`src/rtl/psum_requant.sv`:
```
// Partial-sum requantizer: groups signed partials, adds bias, rounds/shifts,
// optional ReLU, saturates to W_OUT and queues results in a small output FIFO.
module psum_requant #(
   parameter int W_Y        = 19,
   parameter int W_ACC      = 32,
   parameter int W_OUT      = 8,
   parameter int FIFO_DEPTH = 4
) (
   input  logic             clk,
   input  logic             rstn,
   input  logic             s_valid,
   input  logic [W_Y-1:0]   s_data,
   input  logic [7:0]       cfg_len,
   input  logic [W_ACC-1:0] cfg_bias,
   input  logic [4:0]       cfg_shift,
   input  logic             cfg_relu,
   input  logic             flush,
   output logic             m_valid,
   input  logic             m_ready,
   output logic [W_OUT-1:0] m_data,
   output logic             err_ovf
);

   localparam int AW  = $clog2(FIFO_DEPTH);
   localparam int W_F = W_ACC + 1;
   localparam int W_R = W_ACC + 2;
   localparam logic signed [W_R-1:0] OUT_MAX = W_R'((2 ** (W_OUT - 1)) - 1);
   localparam logic signed [W_R-1:0] OUT_MIN = -OUT_MAX - W_R'(1);

   typedef struct packed {
      logic signed [W_F-1:0] fsum;
      logic [4:0]            shift;
      logic                  relu;
   } stage_a_t;

   // ---------------- group accumulation ----------------
   logic [7:0]            cnt, sh_len, len_eff;
   logic [W_ACC-1:0]      acc, sh_bias, bias_eff, s_ext;
   logic [4:0]            sh_shift, shift_eff;
   logic                  sh_relu, relu_eff;
   logic                  idle, last, fire;
   logic signed [W_F-1:0] fsum;

   assign s_ext = {{(W_ACC - W_Y){s_data[W_Y-1]}}, s_data};

   // The first partial of a group sees live config; later ones see the shadow copy.
   always_comb begin
      idle      = (cnt == 8'd0);
      len_eff   = idle ? ((cfg_len == 8'd0) ? 8'd1 : cfg_len) : sh_len;
      bias_eff  = idle ? cfg_bias  : sh_bias;
      shift_eff = idle ? cfg_shift : sh_shift;
      relu_eff  = idle ? cfg_relu  : sh_relu;
      last      = (cnt == len_eff - 8'd1);
      fire      = s_valid && !flush && last;
      fsum      = $signed({acc[W_ACC-1], acc})
                + $signed({s_ext[W_ACC-1], s_ext})
                + $signed({bias_eff[W_ACC-1], bias_eff});
   end

   always_ff @(posedge clk or negedge rstn) begin
      if (!rstn) begin
         cnt      <= '0;
         acc      <= '0;
         sh_len   <= '0;
         sh_bias  <= '0;
         sh_shift <= '0;
         sh_relu  <= 1'b0;
      end else if (flush) begin
         cnt <= '0;
         acc <= '0;
      end else if (s_valid) begin
         if (idle) begin
            sh_len   <= len_eff;
            sh_bias  <= cfg_bias;
            sh_shift <= cfg_shift;
            sh_relu  <= cfg_relu;
         end
         if (last) begin
            cnt <= '0;
            acc <= '0;
         end else begin
            cnt <= cnt + 8'd1;
            acc <= acc + s_ext;
         end
      end
   end

   // ---------------- stage A: registered final sum ----------------
   stage_a_t sa;
   logic     a_vld;

   always_ff @(posedge clk or negedge rstn) begin
      if (!rstn) begin
         a_vld <= 1'b0;
         sa    <= '0;
      end else begin
         a_vld <= fire;
         if (fire) begin
            sa.fsum  <= fsum;
            sa.shift <= shift_eff;
            sa.relu  <= relu_eff;
         end
      end
   end

   // ---------------- stage B: round, relu, saturate ----------------
   logic signed [W_R-1:0] f_ext, rnd, r;
   logic [W_OUT-1:0]      res;
   logic                  push;

   // One extra bit of headroom so the rounding increment cannot overflow.
   always_comb begin
      f_ext = {sa.fsum[W_F-1], sa.fsum};
      rnd   = f_ext;
      if (sa.shift != 5'd0)
         rnd = (f_ext + (W_R'(1) <<< (sa.shift - 5'd1))) >>> sa.shift;
      r = rnd;
      if (sa.relu && r[W_R-1])
         r = '0;
      if (r > OUT_MAX)
         res = OUT_MAX[W_OUT-1:0];
      else if (r < OUT_MIN)
         res = OUT_MIN[W_OUT-1:0];
      else
         res = r[W_OUT-1:0];
      push = a_vld && !flush;
   end

   // ---------------- output FIFO ----------------
   logic [W_OUT-1:0] mem [FIFO_DEPTH];
   logic [AW-1:0]    wr_ptr, rd_ptr;
   logic [AW:0]      count;
   logic             full, pop, wr;

   assign full    = (count == (AW + 1)'(FIFO_DEPTH));
   assign pop     = m_valid && m_ready;
   assign wr      = push && (!full || pop);
   assign m_valid = (count != '0);
   assign m_data  = mem[rd_ptr];

   always_ff @(posedge clk or negedge rstn) begin
      if (!rstn) begin
         for (int i = 0; i < FIFO_DEPTH; i++) mem[i] <= '0;
         wr_ptr  <= '0;
         rd_ptr  <= '0;
         count   <= '0;
         err_ovf <= 1'b0;
      end else begin
         if (wr) begin
            mem[wr_ptr] <= res;
            wr_ptr      <= wr_ptr + AW'(1);
         end
         if (pop)
            rd_ptr <= rd_ptr + AW'(1);
         if (wr && !pop)
            count <= count + (AW + 1)'(1);
         else if (!wr && pop)
            count <= count - (AW + 1)'(1);
         if (push && !wr)
            err_ovf <= 1'b1;
      end
   end

endmodule

```
`config.mk`:
```
export PLATFORM = sky130hd
export DESIGN_NAME = psum_requant
export DESIGN_NICKNAME = d
export VERILOG_FILES = /design/src/rtl/psum_requant.sv
export SDC_FILE = /design/constraint.sdc
export NUM_CORES = 1
export LEC_CHECK = 0
export CAP_MARGIN = 20
export CORE_UTILIZATION = 30
export DETAILED_ROUTE_END_ITERATION = 6
export RECOVER_POWER = 100
export SKIP_CTS_REPAIR_TIMING = 1
export SYNTH_ARGS = -nofsm -noshare
export SYNTH_HDL_FRONTEND = slang
export SYNTH_SLANG_ARGS = --single-unit
```
`constraint.sdc`:
```
create_clock -name clk -period 6.59 [get_ports clk]
set_input_delay 1.6475 -clock clk [delete_from_list [all_inputs] [get_ports clk]]
set_output_delay 1.6475 -clock clk [all_outputs]
set_load 0.01 [all_outputs]
```
==> results.toml, run 1 <==
[outcome]
status = "finished with violations"
violations = "capacitance limit, slew limit"

[global_route]
track_usage = 0.206
grt_pass1_wl_um = 90400
grt_max_degree = 77
grt_pass1_vias = 15600
overflow = 0
antenna_found_initial = 0

[power_and_ir_drop]
power.total_w = 0.00555
vdd_drop_max_mv = 0.175
p_leak_nw = 8.28
p_per_area_nw_per_um2 = 290

[sta]
hold_viol_final = 0
fin_crit_sh = 0.966
relSlewSlack = -0.774
period_minus_slack_ps = 6370
fmax_mhz = 157
clock-skew-final_ps = 14.0
slew_violations = 250
fin_ws_ps = 225
setup_viol = 0
worst_slew_pin_slew_ps = 2660

[detailed_routing]
drtAntennaViolNets = 0
wl_per_cell_um = 21.6
route.vias.total = 15900
drt_pass1_iterations = 6
wl_um = 58000
vias_per_cell = 5.91
drt-initial-drc-count = 1470
drc = 0

[clock_tree]
cts_tree = "built"
cts_sinks = 166
clk_pin_slew_ps = 80
cts_max_path_buffers = 2
cts-root-buf = "clkbuf_16"
cts_made_buffers = 17
clock_latency_ps = 460
htree_levels = 4

[critical_path]
timing_worst_setup_path_type = "reg2reg"
path_max_fanout = 11
cp.arrival_ps = 6760
cp-end-kind = "register"
worst-r2r-setup-slack_ps = 220
cp-start-kind = "register"
worstPathRequired_ps = 6980

[final_layout]
final_cell_mix = "nand2_1, dfrtp_1, nor2_1"
nets = 2191
antenna_cells = 0
design_area_um2 = 19200
fin_util = 0.354
syn2layout_area_growth_pct = 15.7
layout.cells.non_filler = 2691
final_common_cell = "nand2_1"
drive_above_1_share = 0.153

[placed_design]
hpwl_um = 45200
pre_cts_slack_ps = 213
dp.cells = 2659
portBuffers = 79
place.gp.congestion = 1.04
placed_area_um2 = 18600

[floorplan]
start_util = 0.306
core_area_um2 = 54200
die_w_um = 237
die_y_um = 237
boundaryPins = 80
rows = 85
dieArea_um2 = 56200

[yosys]
synth_area_per_cell_um2 = 8.81
synth_area_um2 = 16600
yosysWarnings = 0
ys_ff_latch = 166
synth_edf_count = 0
synthArstFlopShare = 1.00
synth_cell_types = 99
ys_seq_area_frac = 0.251
synth_fp_nets = 2090
synth_top_flop_cell = "dfrtp_1"
syn_inst = 1881

[min_path]
hp-class = "reg2reg"

[flow_run]
maxCapViolCount = 5
==> worst max-delay path: stages (launching register included) <==
cell	delay, ps
dfrtp_1	380
inv_1	300
nor2_1	200
nand2_1	180
nor2_1	60
ha_1	380
buf_4	200
nand2_1	120
a21o_1	170
o21ai_0	550
a41oi_2	260
and4_1	360
buf_2	200
or2_0	460
o211ai_1	610
nand2_1	120
o221ai_1	310
nand4_1	150
nor4_2	400
a31oi_2	240
clkbuf_1	210
o21ai_2	230
mux2_2	190
==> stage by stage <==
stage | setup TNS, ps | hold WS [ps]
6_report | 0 | 461
5_1_grt | -0.141 | 487
4_1_cts | 0 | 472
3_5_place_dp | 0 | 455
3_3_place_gp | 0 | 459
2_1_floorplan | 0 | 445
==> report_power, final <==
part / internal, W / switching, W / total (W) / leakage, nW
Combinational: 0.00127 / 0.00187 / 0.00313 / 5.82
Sequential: 0.00118 / 0.000206 / 0.00139 / 2.17
Clock: 0.000516 / 0.000519 / 0.00104 / 0.295
Total: 0.00296 / 0.00259 / 0.00555 / 8.28
==> sequential cells by signal, indices dropped and copies added (netlist names), 2 cells and up <==
| name | count |
|---|---|
| sh_shift | 5 |
| mem | 32 |
| cnt | 8 |
| sh_len | 8 |
| acc | 32 |
| sa | 6 |
| wr_ptr | 2 |
| rd_ptr | 2 |
| count | 3 |
| sh_bias | 32 |
| f_ext | 33 |
==> cell families after synthesis <==
family | synth area share
muxes | 0.123
buffers and inverters | 0.0361
xor gates and xnor gates | 0.0449
adders and majority gates | 0.121
and+or+nand+nor | 0.168
DFF | 0.251
AOI/OAI and AO/OA | 0.256
==> final timing paths <==
kind	cells past startpoint	start	end
max in group asynchronous	2	rstn	acc[25]$_DFFE_PN0P_
min in group asynchronous	1	rstn	acc[8]$_DFFE_PN0P_
worst max-delay path	22	sa[5]$_DFFE_PN0P_	mem[10]$_DFFE_PN0P_
worst min-delay path	1	err_ovf$_DFFE_PN0P_	err_ovf$_DFFE_PN0P_
worst min register to register	1	err_ovf$_DFFE_PN0P_	err_ovf$_DFFE_PN0P_
worst max register to register	22	sa[5]$_DFFE_PN0P_	mem[10]$_DFFE_PN0P_
==> area by class of cell <==
cell class	instances	area (um^2)
well taps	696	871
fillers	5599	35100
repair buffers	184	1540
inverters	45	169
multi-input cells	1568	11800
flip-flops and latches	166	4150
clock inverters	15	179
clock buffers	17	425
==> routing by layer <==
layer  wire, um  global-route usage  up-vias  part of all wire
met5          0                   0        -                 0
met1      25000               0.274     7664              0.43
met3       4340              0.0316      177             0.075
met4       2410              0.0848        0             0.041
li1           -                   -     7310                 -
met2      26200               0.332      742              0.45
==> Yosys cell counts, drive strengths merged, types with 7 or more instances <==
master,count,area [um^2]
a21oi,129,657
buf,31,163
a31oi,12,81.3
dfrtp,166,4150
a22o,36,315
o31ai,25,216
a211oi,33,258
xnor2,49,429
nand2,169,634
mux2i,39,390
nor2,159,599
o21ai,126,649
nand3,43,225
a311oi,12,129
or4,7,56.3
mux4,15,338
a21o,39,293
mux2,116,1310
o211ai,25,188
o221ai,8,70.1
and4,8,70.1
nor4,14,106
o311ai,7,61.3
or2,10,62.6
and3,16,100
fa,36,721
xor2,36,315
o21a,27,203
a2111oi,17,255
nand4,27,175
a211o,15,131
or3,13,86.3
and2,10,62.6
clkbuf,71,267
ha,103,1290
a221oi,7,73.8
o22ai,8,50.1
inv,43,161
nand2b,8,50.1
o21bai,11,82.6
nor2b,19,119
nor3,58,290
(Power assumes the default switching activity.)
==> run 2: changes to the inputs <==
--- a/config.mk
+++ b/config.mk
@@ -8,3 +8,4 @@
 export CAP_MARGIN = 20
-export CORE_UTILIZATION = 30
+export CORE_MARGIN = 1.5
+export CORE_UTILIZATION = 25
 export DETAILED_ROUTE_END_ITERATION = 6
--- a/constraint.sdc
+++ b/constraint.sdc
@@ -3,2 +3,2 @@
 set_output_delay 1.6475 -clock clk [all_outputs]
-set_load 0.01 [all_outputs]
+set_load 0.02 [all_outputs]
==> run 2 against run 1 <==
Against the previous run: the run still ends with capacitance limit, slew limit left; global-route usage is 3.2 points lower; die area is 21% higher; sequential power hardly changed; clock skew is 4.7 ps higher; fmax is 2.2% higher; setup slack better by 140 ps; first-iteration DRC count is 4.2% lower; combinational power is 4% higher; sequential share of layout area is 1.0 points lower; critical path depth is 1 lower; clock-buffer cell count stayed put; largest cell class unchanged; highest routed layer unchanged.
==> results.toml, run 2 (same netlist as run 1, synthesis figures left out) <==
[global_route]
grt_pass1_vias = 16100
antenna_found_initial = 0
grt_max_degree = 77
overflow = 0
grt_pass1_wl_um = 92500
track_usage = 0.174

[clock_tree]
clk_pin_slew_ps = 80
cts_max_path_buffers = 2
htree_levels = 4
cts-root-buf = "clkbuf_16"
cts_sinks = 166
cts_tree = "built"
cts_made_buffers = 17
clock_latency_ps = 460

[sta]
slew_violations = 141
setup_viol = 0
clock-skew-final_ps = 18.6
fin_setup_tns_ps = 0
fin_crit_sh = 0.945
rsz0062_at_grt = "no"
worst_slew_pin_slew_ps = 3920
relSlewSlack = -1.61
fmax_mhz = 161
period_minus_slack_ps = 6230
hold_viol_final = 0

[power_and_ir_drop]
switching_share = 0.457
vdd_drop_max_mv = 0.148
p_per_area_nw_per_um2 = 282
p_leak_nw = 8.76
power_frac_clock = 0.180
p_seq_frac = 0.245
power_frac_comb = 0.575
intPower_w = 0.00307
power.switching_w = 0.00259

[outcome]
violations = "capacitance limit, slew limit"
status = "finished with violations"

[detailed_routing]
drt_pass1_iterations = 5
wl_per_cell_um = 19.8
vias_per_cell = 5.41
drt-initial-drc-count = 1408
route.vias.total = 16000
drc = 0
wl_um = 58700
drtAntennaViolNets = 0

[critical_path]
path_cells = "clkinv_1 > nand2_1 > clkbuf_4 > nor3_1 > buf_4 > ha_1 > buf_4 > nand4_1 > nor2_1 > nand4b_1 > and3_1 > xnor2_1 > mux2i_1 > mux2_2 > a221o_1 > a221oi_1 > nand4_1 > nor4_2 > a31oi_1 > o31ai_2 > mux2_1"
cp.arrival_ps = 6620
cp-end-kind = "register"
cp-start-kind = "register"
path_max_fanout = 13
timing_worst_setup_path_type = "reg2reg"
max_stage_delay_ps = 500
worstPathRequired_ps = 6980
slowest_stage = "a221oi_1"

[floorplan]
core_area_um2 = 65600
die_w_um = 260
rows = 94
boundaryPins = 80
start_util = 0.253
die_y_um = 260
dieArea_um2 = 67800

[placed_design]
placed_area_um2 = 19600
place.gp.congestion = 1.02
portBuffers = 79
hpwl_um = 47200

[final_layout]
drive_above_1_share = 0.192
nets = 2292
largest_reg_flops = 33
n_fill_cell = 6956
final_common_cell = "buf_4"
design_area_um2 = 20100
final_cell_mix = "buf_4, nand2_1, dfrtp_1"
syn2layout_area_growth_pct = 21.3

[min_path]
hp-class = "reg2reg"

[flow_run]
maxCapViolCount = 3
run 2: critical path: cells and delay by family, from the launching register on:
kind	cells	cell delay, ps
AO/OA/AOI/OAI	4	1510
XOR/XNOR	1	350
adder cells (fa/ha/maj)	1	370
buffers and inverters	4	960
flip-flops	1	360
multiplexers	3	780
AND/OR/NAND/NOR	8	1800
run 2: path summary, 6_finish.rpt:
path,slack (ps),end,cells past startpoint,startpoint
min,490,err_ovf$_DFFE_PN0P_,1,err_ovf$_DFFE_PN0P_
max reg2reg,360,mem[6]$_DFFE_PN0P_,21,sa[2]$_DFFE_PN0P_
max in group asynchronous,1110,mem[7]$_DFFE_PN0P_,2,rstn
max,360,mem[6]$_DFFE_PN0P_,21,sa[2]$_DFFE_PN0P_
min in group asynchronous,2520,acc[10]$_DFFE_PN0P_,1,rstn
min reg2reg,490,err_ovf$_DFFE_PN0P_,1,err_ovf$_DFFE_PN0P_
run 2: final cells by class:
class	instances	area [um^2]	share of cell area
Multi-Input combinational cell	1568	11800	0.588
Tap cell	864	1080	0.0538
Timing Repair Buffer	285	2300	0.115
Sequential cell	166	4150	0.207
Antenna cell	1	2.50	0.000124
Inverter	45	169	0.00840
Clock inverter	15	155	0.00772
Clock buffer	17	425	0.0212
run 2: metal layers:
metal | wire length (um) | up-vias | GRT usage
li1 | - | 7497 | -
met1 | 25000 | 7795 | 0.223
met2 | 27400 | 608 | 0.288
met3 | 3460 | 129 | 0.0221
met4 | 2820 | 0 | 0.0825
met5 | 0 | - | 0
run 2: power groups by stage:
stage / clock network (W) / registers [W] / logic [W]
after detailed placement: 0 / 0.00141 / 0.00323
after CTS: 0.00105 / 0.00139 / 0.00325
after global placement: 0 / 0.00139 / 0.00320
after global routing: 0.00109 / 0.00141 / 0.00356
final: 0.00102 / 0.00139 / 0.00326
after floorplan: 0 / 0.00129 / 0.00216
run 2: metrics by stage:
stage	cells	setup WS, ps	total power [W]	util	hold WS (ps)
after floorplan	1881	641	0.00345	-	445
after global placement	2928	345	0.00459	0.298	458
after detailed placement	2928	435	0.00463	0.298	478
after CTS	2960	510	0.00568	0.307	498
after global routing	2960	70.1	0.00605	0.306	511
final	2961	361	0.00567	0.306	488
